`config.mk`:
```
export PLATFORM = sky130hd
export DESIGN_NAME = hazard_ctrl
export DESIGN_NICKNAME = d
export VERILOG_FILES = /design/src/rtl/riscv_pkg.sv /design/src/rtl/fwd_unit.sv /design/src/rtl/hazard_ctrl.sv
export SDC_FILE = /design/constraint.sdc
export NUM_CORES = 1
export LEC_CHECK = 0
export ABC_AREA = 1
export BUFFER_PORTS_ARGS = -buffer_cell sky130_fd_sc_hd__buf_2
export CAP_MARGIN = 0
export CORE_ASPECT_RATIO = 1.4
export CORE_MARGIN = 4
export CORE_UTILIZATION = 29
export CTS_CLUSTER_SIZE = 16
export DETAILED_ROUTE_END_ITERATION = 16
export PLACE_DENSITY_LB_ADDON = 0.12
export SETUP_SLACK_MARGIN = 0.5
export SKIP_CTS_REPAIR_TIMING = 1
export SKIP_LAST_GASP = 1
export SYNTH_ARGS = -nofsm -noshare
export SYNTH_HDL_FRONTEND = slang
export SYNTH_SLANG_ARGS = --single-unit
```
`constraint.sdc`:
```
create_clock -name clk -period 1.8 [get_ports clk]
set_input_delay 0.18 -clock clk [delete_from_list [all_inputs] [get_ports clk]]
set_output_delay 0.18 -clock clk [all_outputs]
set_load 0.01 [all_outputs]
```
`src/rtl/riscv_pkg.sv`:
```
// Shared types and constants for the RV32I pipeline hazard controller.
package riscv_pkg;

  typedef enum logic [1:0] {
    FWD_RF  = 2'b00,
    FWD_MEM = 2'b01,
    FWD_WB  = 2'b10
  } fwd_sel_e;

  typedef enum logic [1:0] {
    RUN      = 2'b00,
    MEM_WAIT = 2'b01,
    PEND     = 2'b10
  } hz_state_e;

  localparam logic [4:0] REG_ZERO = 5'd0;

  // A later stage can supply rs only if it writes that same non-zero register.
  function automatic logic rd_hit(input logic wr, input logic [4:0] rd, input logic [4:0] rs);
    return wr && (rd == rs) && (rs != REG_ZERO);
  endfunction

endpackage

```
`src/rtl/fwd_unit.sv`:
```
// Operand forwarding select for one EX source; MEM result is newer than WB.
module fwd_unit
  import riscv_pkg::*;
(
  input  logic [4:0] rs,
  input  logic [4:0] mem_rd,
  input  logic       mem_reg_wr,
  input  logic [4:0] wb_rd,
  input  logic       wb_reg_wr,
  output logic [1:0] sel
);

  // Priority select: MEM, then WB, then register file.
  always_comb begin
    sel = FWD_RF;
    if (rd_hit(mem_reg_wr, mem_rd, rs)) begin
      sel = FWD_MEM;
    end else if (rd_hit(wb_reg_wr, wb_rd, rs)) begin
      sel = FWD_WB;
    end else begin
      sel = FWD_RF;
    end
  end

endmodule

```
`src/rtl/hazard_ctrl.sv`:
```
// Pipeline hazard/redirect controller: branch redirect, load-use bubble,
// memory-stall freeze with pended redirect, forwarding and perf counters.
module hazard_ctrl
  import riscv_pkg::*;
#(
  parameter int XLEN   = 32,
  parameter int PERF_W = 32
) (
  input  logic              clk,
  input  logic              rst,
  input  logic              ex_valid,
  input  logic              ex_is_branch,
  input  logic              ex_br_taken,
  input  logic [XLEN-1:0]   ex_target,
  input  logic              ex_is_load,
  input  logic [4:0]        ex_rd,
  input  logic [4:0]        id_rs1,
  input  logic [4:0]        id_rs2,
  input  logic              id_use_rs1,
  input  logic              id_use_rs2,
  input  logic [4:0]        mem_rd,
  input  logic [4:0]        wb_rd,
  input  logic              mem_reg_wr,
  input  logic              wb_reg_wr,
  input  logic              dmem_stall,
  output logic              redirect_valid,
  output logic [XLEN-1:0]   redirect_pc,
  output logic              stall_if,
  output logic              stall_id,
  output logic              stall_ex,
  output logic              stall_mem,
  output logic              flush_id,
  output logic              flush_ex,
  output logic [1:0]        fwd_a_sel,
  output logic [1:0]        fwd_b_sel,
  output logic [PERF_W-1:0] br_cnt,
  output logic [PERF_W-1:0] taken_cnt,
  output logic [PERF_W-1:0] lu_stall_cnt
);

  hz_state_e         state_r, next_state_s;
  logic [XLEN-1:0]   pend_pc_r, pend_pc_s;
  logic [1:0]        fwd_a_s, fwd_b_s;
  logic              take_s, lu_s, lu_bubble_s;

  fwd_unit u_fwd_a (
    .rs(id_rs1), .mem_rd(mem_rd), .mem_reg_wr(mem_reg_wr),
    .wb_rd(wb_rd), .wb_reg_wr(wb_reg_wr), .sel(fwd_a_s)
  );

  fwd_unit u_fwd_b (
    .rs(id_rs2), .mem_rd(mem_rd), .mem_reg_wr(mem_reg_wr),
    .wb_rd(wb_rd), .wb_reg_wr(wb_reg_wr), .sel(fwd_b_s)
  );

  assign take_s = ex_valid & ex_br_taken;
  assign lu_s   = ex_valid & ex_is_load & (ex_rd != REG_ZERO) &
                  ((id_use_rs1 & (id_rs1 == ex_rd)) | (id_use_rs2 & (id_rs2 == ex_rd)));

  // Next-state and control outputs; everything is held inactive during reset.
  always_comb begin
    next_state_s   = state_r;
    pend_pc_s      = pend_pc_r;
    redirect_valid = 1'b0;
    redirect_pc    = {XLEN{1'b0}};
    stall_if       = 1'b0;
    stall_id       = 1'b0;
    stall_ex       = 1'b0;
    stall_mem      = 1'b0;
    flush_id       = 1'b0;
    flush_ex       = 1'b0;
    lu_bubble_s    = 1'b0;
    fwd_a_sel      = FWD_RF;
    fwd_b_sel      = FWD_RF;
    if (rst) begin
      next_state_s = RUN;
    end else begin
      fwd_a_sel = fwd_a_s;
      fwd_b_sel = fwd_b_s;
      case (state_r)
        RUN, MEM_WAIT: begin
          if (dmem_stall) begin
            // Freeze the whole pipe; a taken branch is remembered, not acted on.
            {stall_if, stall_id, stall_ex, stall_mem} = 4'b1111;
            if (take_s) begin
              pend_pc_s    = ex_target;
              next_state_s = PEND;
            end else begin
              next_state_s = MEM_WAIT;
            end
          end else begin
            next_state_s = RUN;
            if (take_s) begin
              redirect_valid = 1'b1;
              redirect_pc    = ex_target;
              flush_id       = 1'b1;
              flush_ex       = 1'b1;
            end else if (lu_s) begin
              stall_if    = 1'b1;
              stall_id    = 1'b1;
              flush_ex    = 1'b1;
              lu_bubble_s = 1'b1;
            end else begin
              lu_bubble_s = 1'b0;
            end
          end
        end
        PEND: begin
          if (dmem_stall) begin
            {stall_if, stall_id, stall_ex, stall_mem} = 4'b1111;
          end else begin
            redirect_valid = 1'b1;
            redirect_pc    = pend_pc_r;
            flush_id       = 1'b1;
            flush_ex       = 1'b1;
            next_state_s   = RUN;
          end
        end
        default: begin
          next_state_s = RUN;
        end
      endcase
    end
  end

  // FSM state and pended redirect target.
  always_ff @(posedge clk) begin
    if (rst) begin
      state_r   <= RUN;
      pend_pc_r <= {XLEN{1'b0}};
    end else begin
      state_r   <= next_state_s;
      pend_pc_r <= pend_pc_s;
    end
  end

  // Performance counters advance only when EX actually moves forward.
  always_ff @(posedge clk) begin
    if (rst) begin
      br_cnt       <= {PERF_W{1'b0}};
      taken_cnt    <= {PERF_W{1'b0}};
      lu_stall_cnt <= {PERF_W{1'b0}};
    end else if (!stall_ex) begin
      if (ex_valid && ex_is_branch) br_cnt <= br_cnt + PERF_W'(1);
      if (redirect_valid) taken_cnt <= taken_cnt + PERF_W'(1);
      if (lu_bubble_s) lu_stall_cnt <= lu_stall_cnt + PERF_W'(1);
    end
  end

endmodule

```
; Word-level counts from Yosys, hierarchy flattened
; Index checks and enable logic that the tools add are counted.
[totals]
register_bits = 130
out_inout_bits = 139
inputBits = 68
[op_classes]
muxes = 35
addsub = 3
n_eq_ne = 9
bitwise_logic = 8
reduce_logical = 19
[ops]
columns = operator, n
row1 = $mux 32, 4
row2 = $add 32x1->32 const B, 3
row3 = $pmux 32 s2, 1
row4 = $eq 5x5->1, 6
row5 = $mux 2, 9
row6 = $mux 1, 17
row7 = $reduce_bool 5->1, 3
row8 = $logic_and 1x1->1, 9
row9 = $and 1x1->1, 6
row10 = $pmux 1 s2, 3
row11 = $reduce_and 2->1, 3
row12 = $pmux 2 s2, 1
row13 = $reduce_and 3->1, 1
row14 = $reduce_or 3->1, 1
row15 = $eq 2x1->1 const B, 1
row16 = $eq 2x2->1 const B, 1
row17 = $logic_not 2->1, 1
row18 = $ne 2x2->1 const B, 1
row19 = $reduce_or 2->1, 1
row20 = $not 1->1, 1
row21 = $or 1x1->1, 1

; Depth between registers and ports, before layout
; Gate-level depths: netlist (run 1).
[logic_depth]
word_depth = 10
ltp_mapped = 12

; Cells and area by module
; From an unflattened synthesis (run 1), not the netlist that was laid out.
[unflattened]
hier_cells = 1272
area_unflattened_um2 = 7759.9
[by_module_without_submodules]
columns = module, cells_each, seq_area_each_um2, area_each_um2, instances
row1 = hazard_ctrl, 1148, 2602.5, 7234.4, 1
row2 = fwd_unit, 62, 0.0, 262.8, 2

; Worst setup path before layout (run 1)
; OpenSTA, ideal clock, no wires.
[synth_path]
path_type = reg-to-reg
startpoint = register lu_stall_cnt[0]
endpoint = register lu_stall_cnt[30]
path_slack_ps = 86
path_stages_with_launch = 11
arrival_time_ps = 1599
setup_time_ps = 115
required_ps = 1685
cell_sequence = dfxtp_1 > ha_1 > nand3_1 > nor2_2 > nand3_2 > nor2_4 > nand2_1 > nor3_2 > nand3_1 > nand2_1 > nor2_1
[synth_via]
elab_chain_len = 1
[synth_rtl]
columns = element, line_no
row1 = start: declaration, hazard_ctrl.sv:38  ; output logic [PERF_W-1:0] lu_stall_cnt
row2 = start signal: assignment, hazard_ctrl.sv:142  ; lu_stall_cnt <= {PERF_W{1'b0}};
row3 = start signal: assignment, hazard_ctrl.sv:146  ; if (lu_bubble_s) lu_stall_cnt <= lu_stall_cnt + PERF_W'(1);
row4 = $add 32x1->32, hazard_ctrl.sv:146
; Every way passes these cells.
; A chain may end at the register's enable or synchronous reset.

; Worst setup path after layout (run 1)
[layout_path]
startpoint = register state_r[1]
endpoint = output redirect_pc[11]
[layout_via]
elab_chain_len = 4
[layout_rtl]
columns = element, line_no
row1 = start: declaration, hazard_ctrl.sv:41  ; hz_state_e state_r, next_state_s;
row2 = start signal: assignment, hazard_ctrl.sv:132  ; state_r <= next_state_s;
row3 = $eq 2x1->1 or $logic_not 2->1 (tied branches), hazard_ctrl.sv:80  ; case (state_r)
row4 = $reduce_or 2->1, hazard_ctrl.sv:80
row5 = $pmux 32 s2 (*), hazard_ctrl.sv:80
row6 = $mux 32 (*), hazard_ctrl.sv:75  ; if (rst) begin
row7 = end: declaration, hazard_ctrl.sv:27  ; output logic [XLEN-1:0] redirect_pc,
; Every way passes the cells marked *; elsewhere a longest branch is shown, timed or not.

==> flow_metrics.py, run 1 <==
metrics = {
    "clock_network": {
        "clk_latency_ns": 0.43,
        "htree_num_levels": 4,
        "cts_inserted_buffers": 17,
        "clk_pin_slew_ns": 0.06,
        "cts.path.max_buffers": 2,
        "cts_tree": "done",
        "root_buffer": "clkbuf_16",
        "clock-sinks": 130,
    },
    "worst_hold_path": {
        "hp-class": "primary input to register",
    },
    "global_route": {
        "grt-ovfl-total": 0,
        "antenna_found_initial": 0,
        "grt_pass1_vias": 8230,
        "grt_max_degree": 88,
        "grt_pass1_wl_mm": 41.9,
        "grt_use_total_pct": 17.6,
    },
    "pwr": {
        "swShare_pct": 25.4,
        "p_per_area_mw_per_mm2": 620,
        "clockPowerShare_pct": 48.9,
        "leakagePower_nw": 5.05,
        "p_int_mw": 5.46,
        "power.total_mw": 7.31,
        "combPwrFrac_pct": 11.0,
        "seq_power_share_pct": 40.1,
        "ir_drop_mv": 0.613,
        "switchingPower_mw": 1.85,
    },
    "sta": {
        "fmax_mhz": 551,
        "setup-violations-final": 1,
        "rsz0062_at_grt": "yes",
        "whs_ns": -0.00392,
        "fin_ws_ns": -0.0148,
        "drv_slew": 0,
        "worst_pin_slew_ns": 0.462,
        "max_slew_margin_pct": 69.2,
        "fin_crit_sh_pct": 101,
        "hold_viol": 3,
        "skew_ns": 0.00838,
        "fin_crit_ns": 1.81,
    },
    "setup_path": {
        "critPathKind": "register to output port",
        "cp_cell_sequence": "nor2_4 > buf_12 > clkbuf_16 > nand3_2 > a21oi_2 > buf_2",
        "required_ns": 1.62,
        "crit_arrival_ns": 1.63,
        "critical-path-max-stage-delay_ns": 0.38,
        "start_kind": "register",
        "cp_max_fo": 8,
        "crit_slowest_cell": "dfxtp_4",
        "crit_path_end_kind": "output port",
    },
    "logic_synthesis": {
        "synth_warnings": 0,
        "yosysTopAreaCellShare_pct": 34.2,
        "synth_common_cells": "251 x nand2_1, 226 x nor2_1, 130 x dfxtp_1",
        "synth.yosys.seq_area_share_pct": 34.2,
        "synthCells": 1215,
        "synth.distinct_cells": 38,
        "syn_nets": 1286,
        "post-synth-top-area-cell": "dfxtp_1",
        "async_reset_ff_share_pct": 0,
        "ys_ff_latch": 130,
        "avgSynthCellArea_um2": 6.27,
        "synth_ff_type": "dfxtp_1",
        "yosysMostFrequentCell": "nand2_1",
        "synth.cell_area_mm2": 0.00762,
        "synth_area_leaders": "dfxtp_1 34%, nand2_1 12%, nor2_1 11%",
        "synth_edf_count": 0,
    },
    "placed_design": {
        "post-dp-hpwl_mm": 19.4,
        "port-buffer-count": 206,
        "dp_slack_ns": 0.0785,
        "placed_area_mm2": 0.00945,
        "gp_congestion": 0.899,
        "place_inst": 1722,
    },
    "detailed_routing": {
        "wire_per_inst_um": 16.2,
        "dr_total_vias": 8986,
        "first_pass_iters": 5,
        "detail-route-antenna-nets": 0,
        "drc": 0,
        "drt-total-wl_mm": 29.5,
        "dr.first_iter.drc_count": 337,
        "avgViaCountPerCell": 4.92,
    },
    "die": {
        "top_level_ports": 207,
        "dieArea_mm2": 0.0290,
        "start_util_pct": 29.7,
        "core_area_mm2": 0.0256,
        "fp.dieW_um": 145,
        "die_h_um": 200,
        "fp-row-count": 69,
    },
    "outcome": {
        "violations": "hold timing, setup timing",
        "outcome": "complete, but fails checks",
    },
    "flow_run": {
        "cap_violations": 0,
    },
    "finish": {
        "drive_above_1_share_pct": 40.8,
        "final_nets": 1566,
        "fin_cells": 1827,
        "insertedDiodeCount": 0,
        "final_area_mm2": 0.0118,
        "area_growth_pct": 54.7,
    },
}
## power groups by stage
stage               Clock, mW  Sequential (mW)  Combinational, mW
floorplan                   0             3.00              0.340
global placement            0             3.01              0.606
detailed placement          0             3.01              0.605
CTS                      3.69             2.95              0.607
global route             3.77             2.93              0.874
finish                   3.57             2.93              0.805
## flip-flops by register name, indices dropped and copies added (netlist names)
name and flops:
br_cnt 32, lu_stall_cnt 32, taken_cnt 32, state_r 2, pend_pc_r 32
## metal layers
metal,global-route usage (%),part of all wire (%),vias to the layer above
met2,32.0,52,258
met5,0,0,-
li1,-,-,4544
met1,20.5,40,4145
met3,4.40,5.5,39
met4,5.63,2.0,0
## cell families after synthesis
family / after synthesis / synth area share (%)
xor+xnor: 26 / 2.99
flops: 130 / 34.2
buf+inv: 173 / 9.12
simple gates: 709 / 41.4
compound gates: 174 / 11.9
fa+ha+maj: 3 / 0.493
## metrics by stage
| stage | util [%] | TNS, ns |
|---|---|---|
| floorplan | - | 0 |
| global placement | 36.9 | 0 |
| detailed placement | 36.9 | 0 |
| CTS | 39.2 | -5.28 |
| global route | 46.0 | -1.16 |
| finish | 46.0 | -0.0148 |
## area by class of cell
class	count	area [um2]
timing repair buffer	312	2290
tap	319	399
clock inverter	9	103
fill	2638	13900
sequential	130	2720
multi-input combinational	912	5290
clock buffer	23	499
inverter	122	484
## final timing paths
| path | from | endpoint | slack (ns) | depth (start not counted) |
|---|---|---|---|---|
| max | state_r[1] | redirect_pc[11] | -0.01 | 6 |
| min | ex_target[10] | pend_pc_r[10] | -0.004 | 3 |
| max reg2reg | state_r[1] | taken_cnt[12] | 0.07 | 12 |
| min reg2reg | br_cnt[2] | br_cnt[2] | 0.44 | 1 |
## worst max-delay path: cells and delay by family, from the launching register on
kind | cells | cell delay, ns
buffers and inverters | 3 | 0.46
AND/OR/NAND/NOR | 2 | 0.21
flip-flops | 1 | 0.38
AO/OA/AOI/OAI | 1 | 0.16
## cell usage in the layout, fill, tap and decap left out, drive strengths merged, types with 32 or more instances in the layout
cell and n:
nand3 111, buf 298, dfxtp 130, inv 120, a21oi 102, nor3 40
o21ai 57, nand4 50, nor2 240, clkbuf 32, nand2 256
Note: power is estimated with default switching activity, not from simulation.
==> run 2: changes to the inputs <==
Settings changed: TNS_END_PERCENT set to 10.
==> run 2 against run 1 <==
- the run still ends with hold timing, setup timing left
- critical path depth is the same
- non-clock buffer count down 31
- routed wire length shrank 11%
- sequential cell count unchanged
- critical path type unchanged
- final area is 12% lower
==> flow_metrics.py, run 2 (synthesized netlist as in run 1, its figures left out) <==
metrics = {
    "outcome": {
        "outcome": "complete, but fails checks",
        "violations": "hold timing, setup timing",
    },
    "finish": {
        "fin_cells": 1796,
        "final_nets": 1535,
        "final_area_mm2": 0.0104,
        "drive_above_1_share_pct": 26.3,
        "insertedDiodeCount": 0,
        "layout_common_cells": "245 x nand2_1, 221 x nor2_1, 204 x buf_2",
        "final_common_cell": "nand2_1",
        "area_growth_pct": 36.7,
        "post-route-util_pct": 40.6,
    },
    "detailed_routing": {
        "met1_length_mm": 11.4,
        "drt-total-wl_mm": 26.2,
        "dr_wl_met3_mm": 1.56,
        "drc": 0,
        "first_pass_iters": 5,
        "detail-route-antenna-nets": 0,
        "dr.first_iter.drc_count": 313,
        "dr_total_vias": 8660,
        "highest_layer": "met5",
        "avgViaCountPerCell": 4.82,
        "wire_per_inst_um": 14.6,
        "wl_met2_mm": 12.9,
    },
    "worst_hold_path": {
        "hp-class": "primary input to register",
    },
    "setup_path": {
        "rrSetupSlack_ns": 0.07,
        "start_kind": "register",
        "r2r_end": "taken_cnt[12]",
        "critPathKind": "register to output port",
        "required_ns": 1.62,
        "crit_path_end_kind": "output port",
        "crit_end": "flush_ex",
        "ff2ff_path_depth": 11,
        "critical-path-max-stage-delay_ns": 0.39,
        "cp_max_fo": 5,
        "crit_start": "state_r[1]",
        "r2r-start": "state_r[1]",
        "crit_slowest_cell": "dfxtp_4",
        "cp_cell_sequence": "buf_8 > nor2_4 > buf_6 > a21boi_2 > a211oi_2 > buf_2",
        "crit_arrival_ns": 1.63,
    },
    "sta": {
        "whs_ns": -0.0131,
        "drv_slew": 0,
        "worst_pin_slew_ns": 0.600,
        "setup-violations-final": 1,
        "skew_ns": 0.0127,
        "rsz0062_at_grt": "yes",
        "fmax_mhz": 551,
        "max_slew_margin_pct": 60.0,
        "fin_crit_ns": 1.81,
        "finalSetupTns_ns": -0.0135,
        "hold_viol": 4,
        "fin_crit_sh_pct": 101,
        "fin_ws_ns": -0.0135,
    },
    "placed_design": {
        "placed_area_mm2": 0.00931,
        "place_inst": 1731,
        "post-dp-hpwl_mm": 19.2,
        "port-buffer-count": 206,
        "gp_congestion": 0.821,
        "dp_slack_ns": 0.0794,
    },
    "global_route": {
        "antenna_found_initial": 1,
        "grt_use_total_pct": 17.7,
        "grt_pass1_wl_mm": 42.4,
        "grt-ovfl-total": 0,
        "grt_pass1_vias": 8522,
        "grt_max_degree": 61,
    },
    "pwr": {
        "ir_drop_mv": 0.649,
        "p_per_area_mw_per_mm2": 713,
        "leakagePower_nw": 4.51,
        "power.total_mw": 7.43,
    },
    "die": {
        "fp.dieW_um": 145,
        "start_util_pct": 29.7,
        "die_h_um": 200,
        "fp-row-count": 69,
        "top_level_ports": 207,
        "dieArea_mm2": 0.0290,
        "core_area_mm2": 0.0256,
    },
    "clock_network": {
        "htree_num_levels": 4,
        "cts.path.max_buffers": 2,
        "cts_tree": "done",
        "cts_inserted_buffers": 17,
        "root_buffer": "clkbuf_16",
        "clock-sinks": 130,
        "clk_pin_slew_ns": 0.07,
        "clk_latency_ns": 0.43,
    },
    "flow_run": {
        "cap_violations": 0,
    },
}
-- run 2: worst min-delay path by stage --
stage / end / cells after the start / from / slack [ns]
after global placement: pend_pc_r[6] / 3 / ex_target[6] / 0.42
after global routing: pend_pc_r[3] / 3 / ex_target[3] / 0.0007
after detailed placement: pend_pc_r[6] / 3 / ex_target[6] / 0.43
after CTS: pend_pc_r[6] / 3 / ex_target[6] / -0.04
final: pend_pc_r[30] / 3 / ex_target[30] / -0.01
after floorplan: pend_pc_r[0] / 2 / ex_target[0] / 0.31
-- run 2: layout make-up --
cell class                      count  area (um2)
Clock buffer                       19         464
Clock inverter                     13         181
Fill cell                        2786       15200
Inverter                          122         463
Multi-Input combinational cell    912        4500
Sequential cell                   130        2640
Tap cell                          319         399
Timing Repair Buffer              281        1760
-- run 2: worst max-delay path, delay by kind of cell, from the launching register on --
family                 cells  cell delay [ns]
flip-flops                 1             0.39
buffers and inverters      3             0.41
AO/OA/AOI/OAI              2             0.36
AND/OR/NAND/NOR            1             0.04
-- run 2: per-layer routing --
layer / vias up / track usage (%)
li1: 4483 / -
met2: 219 / 31.8
met1: 3931 / 20.4
met5: - / 0
met4: 2 / 5.92
met3: 25 / 5.40
-- run 2: report_power, final --
| group | switching [mW] | internal [mW] | leakage [nW] |
|---|---|---|---|
| clock | 1.37 | 2.43 | 0.314 |
| sequential | 0.0322 | 2.92 | 1.06 |
| combinational | 0.399 | 0.278 | 3.13 |
| total | 1.80 | 5.63 | 4.51 |
